--- config.mk ---
export PLATFORM = sky130hd
export DESIGN_NAME = dmem_hs_flat
export DESIGN_NICKNAME = d
export VERILOG_FILES = /design/src/rtl/dm_pkg.sv /design/src/rtl/dmem_hs_if.sv /design/src/rtl/dm_lane.sv /design/src/rtl/dmem_hs.sv /design/src/flat_wrapper.sv
export SDC_FILE = /design/constraint.sdc
export NUM_CORES = 1
export LEC_CHECK = 0
export ABC_AREA = 1
export CAP_MARGIN = 40
export CELL_PAD_IN_SITES_DETAIL_PLACEMENT = 1
export CELL_PAD_IN_SITES_GLOBAL_PLACEMENT = 1
export CORE_MARGIN = 2
export CORE_UTILIZATION = 45
export DETAILED_ROUTE_END_ITERATION = 8
export PLACE_DENSITY_LB_ADDON = 0.3
export SLEW_MARGIN = 20
export SYNTH_ARGS = -nofsm -noshare
export SYNTH_HDL_FRONTEND = slang
export SYNTH_HIERARCHICAL = 1
export SYNTH_SLANG_ARGS = --single-unit
--- constraint.sdc ---
create_clock -name clk -period 9.9 [get_ports clk]
set_clock_uncertainty 0.2 [all_clocks]
set_input_delay 1.98 -clock clk [delete_from_list [all_inputs] [get_ports clk]]
set_output_delay 1.98 -clock clk [all_outputs]
set_load 0.05 [all_outputs]
--- src/rtl/dm_pkg.sv ---
// Shared definitions for the handshaked data memory: access-type codes and FSM encoding.
package dm_pkg;

  // dm_type codes; any other value is an illegal access
  localparam logic [2:0] DMT_W  = 3'b000;
  localparam logic [2:0] DMT_H  = 3'b100;
  localparam logic [2:0] DMT_HU = 3'b101;
  localparam logic [2:0] DMT_B  = 3'b110;
  localparam logic [2:0] DMT_BU = 3'b111;

  typedef enum logic [1:0] {
    CLEAR = 2'd0,
    IDLE  = 2'd1,
    BUSY  = 2'd2,
    RESP  = 2'd3
  } state_t;

endpackage

--- src/rtl/dmem_hs_if.sv ---
// Request/response bundle between a requester (master) and the data memory (slave).
interface dmem_hs_if;

  logic        req;
  logic        we;
  logic [2:0]  dm_type;
  logic [31:0] addr;
  logic [31:0] wd;
  logic        ready;
  logic        ack;
  logic [31:0] rd;
  logic        fault;

  modport master (
    output req, we, dm_type, addr, wd,
    input  ready, ack, rd, fault
  );

  modport slave (
    input  req, we, dm_type, addr, wd,
    output ready, ack, rd, fault
  );

endinterface

--- src/rtl/dm_lane.sv ---
// Combinational lane logic: store merge, load extract/extend and access legality check.
module dm_lane
  import dm_pkg::*;
#(
  parameter int unsigned ADDR_W = 5
) (
  input  logic [2:0]  dm_type,
  input  logic [31:0] addr,
  input  logic [31:0] wd,
  input  logic [31:0] word_in,
  output logic [31:0] word_out,
  output logic [31:0] rd_val,
  output logic        fault
);

  logic [15:0] half;
  logic [7:0]  byte_v;

  assign half   = addr[1] ? word_in[31:16] : word_in[15:0];
  assign byte_v = word_in[{addr[1:0], 3'b000} +: 8];

  // Decode access type into merged store word, extended load value and fault
  always_comb begin
    word_out = word_in;
    rd_val   = '0;
    fault    = 1'b0;
    case (dm_type)
      DMT_W: begin
        fault    = (addr[1:0] != 2'b00);
        word_out = wd;
        rd_val   = word_in;
      end
      DMT_H, DMT_HU: begin
        fault = addr[0];
        if (addr[1]) word_out[31:16] = wd[15:0];
        else         word_out[15:0]  = wd[15:0];
        rd_val = (dm_type == DMT_H) ? {{16{half[15]}}, half} : {16'h0000, half};
      end
      DMT_B, DMT_BU: begin
        word_out[{addr[1:0], 3'b000} +: 8] = wd[7:0];
        rd_val = (dm_type == DMT_B) ? {{24{byte_v[7]}}, byte_v} : {24'h000000, byte_v};
      end
      default: fault = 1'b1;
    endcase
    // Anything above the implemented word range is rejected rather than aliased
    if ((addr >> (ADDR_W + 2)) != 32'd0) fault = 1'b1;
    if (fault) rd_val = '0;
  end

endmodule

--- src/rtl/dmem_hs.sv ---
// Word-organised data memory with a fixed-latency req/ready/ack handshake and
// a post-reset clearing sweep.
module dmem_hs
  import dm_pkg::*;
#(
  parameter int unsigned ADDR_W = 5,
  parameter int unsigned WAIT   = 4
) (
  input  logic      clk,
  input  logic      reset,
  dmem_hs_if.slave  bus
);

  localparam int unsigned DEPTH = 2 ** ADDR_W;

  state_t            state, state_next;
  logic [ADDR_W-1:0] clr_cnt;
  logic [7:0]        wait_cnt;
  logic              we_q;
  logic [2:0]        dmt_q;
  logic [31:0]       addr_q, wd_q, rd_q;
  logic              fault_q;

  logic [31:0]       mem [DEPTH];
  logic [ADDR_W-1:0] word_idx;
  logic [31:0]       word_rd, merged, ld_val;
  logic              lane_fault;
  logic              access;
  logic              mem_we;
  logic [ADDR_W-1:0] mem_idx;
  logic [31:0]       mem_wdata;

  assign word_idx = addr_q[ADDR_W+1:2];
  assign word_rd  = mem[word_idx];
  assign access   = (state == BUSY) && (wait_cnt == 8'd0);

  dm_lane #(
    .ADDR_W (ADDR_W)
  ) u_lane (
    .dm_type  (dmt_q),
    .addr     (addr_q),
    .wd       (wd_q),
    .word_in  (word_rd),
    .word_out (merged),
    .rd_val   (ld_val),
    .fault    (lane_fault)
  );

  // FSM state register
  always_ff @(posedge clk or posedge reset) begin
    if (reset) state <= CLEAR;
    else       state <= state_next;
  end

  // FSM next-state logic
  always_comb begin
    state_next = state;
    unique case (state)
      CLEAR: if (clr_cnt == ADDR_W'(DEPTH - 1)) state_next = IDLE;
      IDLE:  if (bus.req) state_next = BUSY;
      BUSY:  if (wait_cnt == 8'd0) state_next = RESP;
      RESP:  state_next = IDLE;
      default: state_next = CLEAR;
    endcase
  end

  // Sweep counter, request latch, wait counter and captured response
  always_ff @(posedge clk or posedge reset) begin
    if (reset) begin
      clr_cnt  <= '0;
      wait_cnt <= '0;
      we_q     <= 1'b0;
      dmt_q    <= '0;
      addr_q   <= '0;
      wd_q     <= '0;
      rd_q     <= '0;
      fault_q  <= 1'b0;
    end else begin
      unique case (state)
        CLEAR: clr_cnt <= clr_cnt + 1'b1;
        IDLE: begin
          if (bus.req) begin
            we_q     <= bus.we;
            dmt_q    <= bus.dm_type;
            addr_q   <= bus.addr;
            wd_q     <= bus.wd;
            wait_cnt <= 8'(WAIT - 1);
          end
        end
        BUSY: begin
          if (wait_cnt != 8'd0) begin
            wait_cnt <= wait_cnt - 8'd1;
          end else begin
            fault_q <= lane_fault;
            rd_q    <= (lane_fault || we_q) ? 32'd0 : ld_val;
          end
        end
        default: ;
      endcase
    end
  end

  // Memory write port: clearing sweep has priority, then legal stores
  always_comb begin
    mem_we    = 1'b0;
    mem_idx   = word_idx;
    mem_wdata = merged;
    if (state == CLEAR) begin
      mem_we    = 1'b1;
      mem_idx   = clr_cnt;
      mem_wdata = '0;
    end else if (access && we_q && !lane_fault) begin
      mem_we = 1'b1;
    end
  end

  // Storage array, no reset: contents are zeroed by the sweep
  always_ff @(posedge clk) begin
    if (mem_we) mem[mem_idx] <= mem_wdata;
  end

  assign bus.ready = (state == IDLE);
  assign bus.ack   = (state == RESP);
  assign bus.rd    = (state == RESP) ? rd_q : 32'd0;
  assign bus.fault = (state == RESP) ? fault_q : 1'b0;

endmodule

--- src/flat_wrapper.sv ---
// flat-port wrapper written by rule: the top's interface ports become plain ports
module dmem_hs_flat import dm_pkg::*;
#(
  parameter int unsigned ADDR_W = 5,
  parameter int unsigned WAIT   = 4
)
  (clk, reset, bus_req, bus_we, bus_dm_type, bus_addr, bus_wd, bus_ready, bus_ack, bus_rd, bus_fault);
  dmem_hs_if bus_i ();
  input  logic clk;
  input  logic reset;
  input wire logic [$bits(bus_i.req)-1:0] bus_req;
  input wire logic [$bits(bus_i.we)-1:0] bus_we;
  input wire logic [$bits(bus_i.dm_type)-1:0] bus_dm_type;
  input wire logic [$bits(bus_i.addr)-1:0] bus_addr;
  input wire logic [$bits(bus_i.wd)-1:0] bus_wd;
  output wire logic [$bits(bus_i.ready)-1:0] bus_ready;
  output wire logic [$bits(bus_i.ack)-1:0] bus_ack;
  output wire logic [$bits(bus_i.rd)-1:0] bus_rd;
  output wire logic [$bits(bus_i.fault)-1:0] bus_fault;
  assign bus_i.req = bus_req;
  assign bus_i.we = bus_we;
  assign bus_i.dm_type = bus_dm_type;
  assign bus_i.addr = bus_addr;
  assign bus_i.wd = bus_wd;
  assign bus_ready = bus_i.ready;
  assign bus_ack = bus_i.ack;
  assign bus_rd = bus_i.rd;
  assign bus_fault = bus_i.fault;
  dmem_hs #(.ADDR_W(ADDR_W), .WAIT(WAIT)) u_core (.clk(clk), .reset(reset), .bus(bus_i));
endmodule
==> run summary <==
Die Wd -> 337.7 µm
Syn Area/Cell -> 10.51 µm²
initial core utilization -> 45.34%
gpl congestion -> 0.8812
layout cells sized above 1 -> 8.575%
largest net degree at the start of global routing -> 205
gr usage total -> 27.87%
library cells used by synthesis -> 38
CTS resizes -> 0
Syn Nets -> 4851
crit path launch type -> flip-flop
latest clock arrival within the worst-skew pair -> 0.75 ns
DRT Pass-1 Iters -> 5
worst-margin pin slew -> 1.192 ns
number of synthesized register bits -> 1140
CTS Hold Buffers Added -> 0
initial antenna violation count -> 0
critical path fanouts, max -> 203
Max-Slew Margin vs Limit -> 20.56%
Area growth, synth to finish -> 12.20%
setup TNS -> 0 ns
Rows -> 122
Tcrit/Tclk final -> 52.07%
core area -> 0.1105 mm²
Mapped Cells -> 4766
unrepaired setup endpoints after global routing -> false
ys async rst share -> 10.18%
Post-DP HPWL -> 89620 µm
DRC viols -> 0
die area -> 0.1140 mm²
CTS Buffer Depth -> 3
post-CTS setup repair buffer count -> 0
CTS Buf Count -> 117
mapped cell area -> 0.05010 mm²
worst hold slack -> 0.2898 ns
vias in the first global route -> 37710
clock-pin slew on the worst setup and hold paths -> 0.06 ns
EDFF count, synth -> 1024
# H-tree levels -> 3
Detailed Route Iter0 Violations -> 3595
Worst Setup End Kind -> flip-flop
path category of the worst min-delay check -> flip-flop to flip-flop
leakage -> 21.42 nW
n_diodes -> 0
Max Clk Rate -> 194.0 MHz
sequential-to-total area share from yosys stat -> 67.17%
WP data required -> 10.19 ns
maxcap violations -> 0
Total Nets Final -> 4884
routed wire length -> 158900 µm
Crit Path Class -> flip-flop to flip-flop
fin. max-slew vios -> 0
DR vias/cell -> 5.722
setup violators final -> 0
first-pass GRT wire length -> 237400 µm
# port buffers -> 105
Clock Root Buffer -> clkbuf_16
Routed Antenna Nets -> 0
Ports -> 106
Hold Vio Cnt, Final -> 0
CTS sink count -> 1140
final worst path period need -> 5.155 ns
Main synth FF type -> edfxtp_1
TritonCTS clock tree -> built
status -> completed
pwr/cell area -> 378.0 mW/mm²
WP data arrival -> 5.45 ns
Fill cells -> 11960
total congestion overflow -> 0
Synth warnings -> 6
VDD IR-drop max -> 0.0002794 V
vias after detailed routing -> 36540
routed length per instance -> 24.88 µm
Die Height -> 337.7 µm
[synth_stat cells, types with 2 or more instances]
master / number / area [µm²]
xnor2_1: 2 / 17.52
a21boi_0: 2 / 15.01
o21ai_1: 34 / 170.2
edfxtp_1: 1024 / 30750
dfrtp_1: 116 / 2903
nand2_1: 1850 / 6944
buf_4: 14 / 105.1
a21oi_1: 48 / 240.2
nand2_2: 4 / 25.02
buf_1: 12 / 45.04
buf_2: 167 / 835.8
nor2_4: 2 / 22.52
mux2_2: 63 / 709.4
xor2_1: 2 / 17.52
nand3_1: 818 / 4094
ha_1: 14 / 175.2
o21ai_0: 30 / 150.1
o21ai_2: 3 / 26.28
o211ai_1: 21 / 157.7
clkbuf_1: 44 / 165.2
buf_6: 56 / 630.6
inv_2: 12 / 45.04
nor2_1: 198 / 743.2
inv_1: 139 / 521.8
nor2_2: 38 / 237.7
nand4_1: 40 / 250.2
and2_0: 2 / 12.51
[worst max-delay path, cell delays in order (launching register included)]
cell,delay (ns)
dfrtp_4,0.71
inv_16,0.43
buf_12,0.54
nand2_1,0.13
nand3_1,0.11
nand3_1,0.09
nand2_1,0.12
nand2_1,0.06
nand2_1,0.14
nand2_1,0.16
nand2_1,0.31
inv_1,0.22
a21oi_1,0.19
nand2_1,0.08
nand4_1,0.16
inv_1,0.07
nor2_2,0.09
buf_4,0.36
[logic make-up (layout without fill, tap and decap cells)]
kind of cell             Yosys count  after routing  share of synthesized area [%]
XOR/XNOR                           4              4                        0.06994
AND/OR/NAND/NOR                 2957           2957                          24.69
buffers and inverters            447            579                          4.725
multiplexers                      63             63                          1.416
flip-flops                      1140           1140                          67.17
adder cells (fa/ha/maj)           14             14                         0.3496
AO/OA/AOI/OAI                    141            141                          1.581
[registers in the layout, summed over array words and instances (netlist names), 2 cells and up]
signal,cells
u_core/rd_q,32
u_core/wd_q,32
u_core/mem,1024
u_core/clr_cnt,5
u_core/wait_cnt,8
u_core/state,2
u_core/dmt_q,3
u_core/addr_q,32
[layout make-up]
type	count	area (µm²)	share of cell area, %
tap	1488	1862	3.312
multi-input combinational	3179	14330	25.49
sequential	1140	33670	59.90
clock buffer	167	3246	5.774
clock inverter	51	454.2	0.8080
timing repair buffer	207	2044	3.637
inverter	154	611.8	1.088
[layout by cell type, fill, tap and decap left out, drive strengths merged]
cell type and instances:
xnor2 2, or2 1, mux2 63, o211ai 21, inv 158, xor2 2, and2 2, buf 102
nor3 2, nand3 819, o31ai 1, nor2 238, edfxtp 1024, bufinv 5, a21oi 50, o21ai 67
nand4 40, clkbuf 167, dfrtp 116, clkinvlp 2, nand2 1855, clkdlybuf4s50 105, clkinv 40, ha 14
a21boi 2
[final timing paths]
path | cells after the start | start | end | slack, ns
worst max register to register | 17 | u_core/addr_q[2] | u_core/mem[18][28] | 4.74
worst min-delay path | 2 | u_core/rd_q[16] | u_core/rd_q[16] | 0.29
min in group asynchronous | 2 | reset | u_core/wait_cnt[5] | 1.30
worst min register to register | 2 | u_core/rd_q[16] | u_core/rd_q[16] | 0.29
max in group asynchronous | 3 | reset | u_core/addr_q[5] | 7.20
worst max-delay path | 17 | u_core/addr_q[2] | u_core/mem[18][28] | 4.74
[power breakdown]
group	internal [W]	leakage [nW]	switching, W
logic	0.00216	8.90	0.00700
registers	0.00741	10.7	0.000383
clock network	0.00241	1.80	0.00189
total	0.0120	21.4	0.00927
[per-stage QoR]
| stage | power (W) | utilization [%] | instances | cell area [µm²] | setup WS [ns] |
|---|---|---|---|---|---|
| final | 0.02125 | 50.87 | 6386 | 56210 | 4.745 |
| after detailed placement | 0.01686 | 47.44 | 6164 | 52430 | 4.663 |
| after global placement | 0.01648 | 47.27 | 6154 | 52240 | 4.543 |
| after CTS | 0.02118 | 50.79 | 6382 | 56130 | 4.592 |
| after floorplan | 0.01337 | - | 4766 | 50100 | 4.648 |
| after global routing | 0.02232 | 50.87 | 6386 | 56210 | 4.553 |
[routing by layer]
layer	track usage (%)	vias up	wire length [µm]
li1	-	16280	-
met1	37.56	18610	66610
met2	45.98	1338	75620
met3	4.084	310	10760
met4	10.15	0	5862
met5	0	-	0
Note: power is estimated with default switching activity, not from simulation.
